## config.mk

```make
export PLATFORM = sky130hd
export DESIGN_NAME = oam_dma_bus_ctrl
export DESIGN_NICKNAME = d
export VERILOG_FILES = /design/src/rtl/oam_dma_bus_ctrl.sv
export SDC_FILE = /design/constraint.sdc
export NUM_CORES = 1
export LEC_CHECK = 0
export CAP_MARGIN = 25
export CORE_UTILIZATION = 44
export CTS_BUF_LIST = sky130_fd_sc_hd__clkbuf_4 sky130_fd_sc_hd__clkbuf_8 sky130_fd_sc_hd__clkbuf_16
export CTS_CLUSTER_DIAMETER = 100
export DETAILED_ROUTE_END_ITERATION = 8
export GPL_ROUTABILITY_DRIVEN = 0
export GPL_TIMING_DRIVEN = 0
export PLACE_DENSITY = 0.9
export SKIP_CTS_REPAIR_TIMING = 1
export SLEW_MARGIN = 20
export SYNTH_ARGS = -nofsm -noshare
export SYNTH_HDL_FRONTEND = slang
export SYNTH_SLANG_ARGS = --single-unit
```

## constraint.sdc

```tcl
create_clock -name clk -period 2.2 [get_ports clk]
set_input_delay 0.44 -clock clk [delete_from_list [all_inputs] [get_ports clk]]
set_output_delay 0.44 -clock clk [all_outputs]
set_load 0.02 [all_outputs]
```

## src/rtl/oam_dma_bus_ctrl.sv

```systemverilog
// CPU front-end bus controller with OAM DMA engine (main bus / high bus split).
// Optional build macro OAM_DMA_RESTART_EN: trigger writes restart a running transfer.
module oam_dma_bus_ctrl #(
    parameter int unsigned START_DELAY  = 4,
    parameter int unsigned DMA_LEN      = 160,
    parameter logic [15:0] OAM_BASE     = 16'hFE00,
    parameter logic [15:0] DMA_REG_ADDR = 16'hFF46
) (
    input  logic        clk,
    input  logic        rst,
    input  logic [15:0] cpu_addr,
    input  logic [7:0]  cpu_wdata,
    input  logic        cpu_we,
    output logic [7:0]  cpu_rdata,
    output logic [15:0] main_addr,
    output logic [7:0]  main_wdata,
    output logic        main_we,
    input  logic [7:0]  main_rdata,
    output logic [15:0] hi_addr,
    output logic [7:0]  hi_wdata,
    output logic        hi_we,
    input  logic [7:0]  hi_rdata,
    output logic        dma_active
);

    typedef enum logic [2:0] {
        S_IDLE,
        S_ARM,
        S_RD,
        S_LATCH,
        S_WR
    } state_t;

    localparam logic [15:0] HI_BASE    = 16'hFF00;
    localparam logic [7:0]  DELAY_INIT = 8'(START_DELAY - 1);
    localparam logic [7:0]  LAST_IDX   = 8'(DMA_LEN - 1);

    state_t      fsm;
    logic [7:0]  cnt;
    logic [7:0]  dly;
    logic [7:0]  byte_q;
    logic [7:0]  src_q;
    logic [7:0]  src_map;
    logic        sel_q;
    logic        blk_q;
    logic        hi;
    logic        trig_wr;
    logic        trig;

    assign hi      = (cpu_addr >= HI_BASE);
    assign trig_wr = cpu_we && (cpu_addr == DMA_REG_ADDR);

`ifdef OAM_DMA_RESTART_EN
    assign trig = trig_wr;
`else
    assign trig = trig_wr && !dma_active;
`endif

    // Echo RAM pages fold back onto work RAM.
    assign src_map = (src_q >= 8'hE0) ? (src_q - 8'h20) : src_q;

    // High bus is always a straight pass-through of the CPU.
    assign hi_addr  = cpu_addr;
    assign hi_wdata = cpu_wdata;
    assign hi_we    = cpu_we && hi;

    // DMA sequencer: arm delay, then read / latch / write per byte.
    always_ff @(posedge clk) begin
        if (rst) begin
            fsm        <= S_IDLE;
            cnt        <= 8'h00;
            dly        <= 8'h00;
            byte_q     <= 8'h00;
            src_q      <= 8'h00;
            dma_active <= 1'b0;
        end else if (trig) begin
            fsm        <= S_ARM;
            dly        <= DELAY_INIT;
            src_q      <= cpu_wdata;
            cnt        <= 8'h00;
            dma_active <= 1'b1;
        end else begin
            unique case (fsm)
                S_IDLE: begin
                    fsm <= S_IDLE;
                end
                S_ARM: begin
                    if (dly == 8'h00) begin
                        fsm <= S_RD;
                    end else begin
                        dly <= dly - 8'h01;
                    end
                end
                S_RD: begin
                    fsm <= S_LATCH;
                end
                S_LATCH: begin
                    byte_q <= main_rdata;
                    fsm    <= S_WR;
                end
                S_WR: begin
                    if (cnt == LAST_IDX) begin
                        fsm        <= S_IDLE;
                        cnt        <= 8'h00;
                        dma_active <= 1'b0;
                    end else begin
                        cnt <= cnt + 8'h01;
                        fsm <= S_RD;
                    end
                end
                default: begin
                    fsm <= S_IDLE;
                end
            endcase
        end
    end

    // Remember where last cycle's read went and whether it was blocked.
    always_ff @(posedge clk) begin
        if (rst) begin
            sel_q <= 1'b0;
            blk_q <= 1'b0;
        end else begin
            sel_q <= hi;
            blk_q <= dma_active && !hi;
        end
    end

    assign cpu_rdata = sel_q ? hi_rdata :
                       blk_q ? 8'hFF    : main_rdata;

    // Main bus owner: CPU while idle/arming, DMA during the copy phases.
    always_comb begin
        main_addr  = cpu_addr;
        main_wdata = cpu_wdata;
        main_we    = cpu_we && !hi && !dma_active;
        unique case (fsm)
            S_RD, S_LATCH: begin
                main_addr  = {src_map, cnt};
                main_wdata = byte_q;
                main_we    = 1'b0;
            end
            S_WR: begin
                main_addr  = OAM_BASE + {8'h00, cnt};
                main_wdata = byte_q;
                main_we    = 1'b1;
            end
            default: begin
                main_we = cpu_we && !hi && !dma_active;
            end
        endcase
    end

endmodule

```

==> metrics <==
status=finished, violations left; failing checks=setup timing; FF-to-FF Start=fsm[1]; worst reg-to-reg path cell count=7; drt wl/cell=17.4 microns; sequential share of power=43.7%; Final min period=2.27 ns; pin count of the biggest net entering global routing=12; Synth area leader=dfxtp_1; CTS tree=done; # fillers=392; drt pass-1 iters=5; area share of the largest cell type after synthesis=30.3%; Ys Warns=0; Max Slew Vio Count=0; Seq/Total Area, Yosys=30.3%; Area Overhead vs Synth=57.7%; post-route setup slack=-0.0670 ns; Iteration-0 DRC Markers=340; Switch Pwr=427 uW; clock latency on the worst-skew pair=0.30 ns; first-pass GRT wire length=12.5 mm; Worst EP required=1.76 ns; CTS buffer count=5; library cells used by synthesis=46; CP Launch Type=flip-flop; Register-to-Register Setup Slack=0.23 ns; Synth area leaders=dfxtp_1, buf_4, mux2_2; Switching Share=27.1%; Worst Path Class, Setup=flip-flop to primary output; syn nets=367; die width=77.5 microns; Die H=77.5 microns; global route overflow=0; overall routing resource usage=25.7%; Tcrit/Tclk final=103%; routed vias=3037; Final nets=492; CTS sink cnt=38; RSZ-0062 raised after global routing=true; vias in the first global route=2768; Hold/Removal Path Class=flip-flop to flip-flop; Slowest-stage cell, CP=dfxtp_4; synthesized cell area=2510 sq um; Comb pwr share=23.3%; Async SR Flop Fraction=0%; critical path endpoint=main_addr[5]; reg2reg end=cnt[5]; final wirelength=9.02 mm; DRC violations left=0; I/O Buffers=101; Clk pin slew, worst setup/hold paths=0.08 ns; initial core utilization=45.6%; crit path cell chain=buf_6 > nor3b_4 > nor2_4 > buf_4 > clkbuf_16 > mux2_2 > buf_2; critical path startpoint=fsm[1]; Least-Margin Pin Slew=0.516 ns; Crit Path Max Fanout=7; Clock Power Share=33.0%; Slew HR=65.6%; H-tree depth=2; layout cells sized above 1=25.8%; Post-Syn Instances=320; core footprint=5510 sq um; Via density=5.86; Pint=1150 uW; DP Worst Slack=-1.03 ns; Setup crit end kind=primary output; clk buf depth=2; Setup Viol. Count Final=11; Synth Area per Inst=7.84 sq um; Crit path arrival time=1.83 ns; leak pwr=0.00175 uW; most common cell after layout, fill and taps aside=clkdlybuf4s50_1; CP peak stage delay=0.37 ns; Fmax=441 MHz; antenna violations before repair=0; EDFF count, synth=0; Setup Skew=0.0107 ns; Worst Hold Slack=0.488 ns; most frequent cells in the layout=clkdlybuf4s50_1, buf_4, dfxtp_1; row cnt=27; #FFs+latches synth=38; DRT antenna net count=0; final hold violation count=0; number of max-cap violations=0; ys flop type=dfxtp_1; Pwr Total=1580 uW; # IOs=102; Worst VDD drop=242 uV; power per cell area=399 nW/um^2; Die ar.=6010 sq um; Antenna diodes=0; clock root buffer=clkbuf_8; Final HPWL DP=5.75 mm
[metrics by stage]
stage          utilization [%]  instance area [sq um]  TNS, ns  instances
3_5_place_dp              65.6                   3610   -21.53        493
5_1_grt                   71.8                   3960    -1.22        518
3_3_place_gp              65.6                   3610   -17.54        493
6_report                  71.8                   3960   -0.612        518
2_1_floorplan                -                   2510        0        320
4_1_cts                   67.3                   3700   -23.96        501
[per-layer routing]
metal | track usage, % | share of wire, % | up-vias
li1 | - | - | 1381
met1 | 29.7 | 39 | 1436
met2 | 44.5 | 49 | 190
met3 | 5.65 | 8.2 | 30
met4 | 12.8 | 3.0 | 0
met5 | 0 | 0 | -
[layout make-up]
class                      count  area [sq um]  share of cell area, %
buffer                        39           267                   6.74
clock buffer                   7          90.1                   2.28
clock inverter                 1          5.00                  0.127
inverter                       5          18.8                  0.475
multi-input combinational    234          1530                   38.6
sequential                    38           771                   19.5
tap                           72          90.1                   2.28
timing repair buffer         122          1190                   30.0
[flip-flops by register name, summed over array words and instances (netlist names)]
signal	count
byte_q	8
cnt	8
dly	8
src_q	8
fsm	3
blk_q	1
dma_active	1
sel_q	1
[kinds of logic after synthesis]
group / count (synthesis) / synth area share [%]
xor gates and xnor gates: 9 / 3.14
adders and majority gates: 4 / 2.00
muxes: 17 / 7.78
DFF: 38 / 30.3
buffers and inverters: 48 / 11.0
and+or+nand+nor: 141 / 30.5
AOI/OAI and AO/OA: 63 / 15.3
[how the worst min path moves through the flow]
| stage | to | from | cells past startpoint |
|---|---|---|---|
| detailed placement | src_q[0] | src_q[0] | 2 |
| finish | src_q[0] | src_q[0] | 2 |
| floorplan | dly[7] | dly[7] | 2 |
| CTS | src_q[0] | src_q[0] | 2 |
| global placement | src_q[2] | src_q[2] | 2 |
| global route | src_q[0] | src_q[0] | 2 |
[synthesized netlist by cell type, types with 4 or more instances]
library cell / instances
dfxtp_1: 38
nand2_1: 30
nor2_1: 26
buf_4: 24
nand3_1: 24
o21ai_0: 24
a21oi_1: 20
mux2_2: 16
nand4_1: 16
clkbuf_1: 14
nand2b_1: 9
a32oi_1: 8
nor3b_1: 8
xor2_1: 7
and3_1: 4
buf_2: 4
ha_1: 4
inv_1: 4
nor3_1: 4
[critical path, delay by kind of cell (launching register included)]
kind / cells / cell delay [ns]
flops: 1 / 0.37
buf+inv: 4 / 0.58
mux: 1 / 0.26
simple gates: 2 / 0.33
[power by group through the flow]
stage / clock, uW / sequential, uW / combinational, uW
global placement: 0 / 708 / 367
CTS: 504 / 692 / 374
global route: 551 / 690 / 384
floorplan: 0 / 707 / 159
finish: 519 / 690 / 367
detailed placement: 0 / 708 / 372
Note: power is estimated with default switching activity, not from simulation.
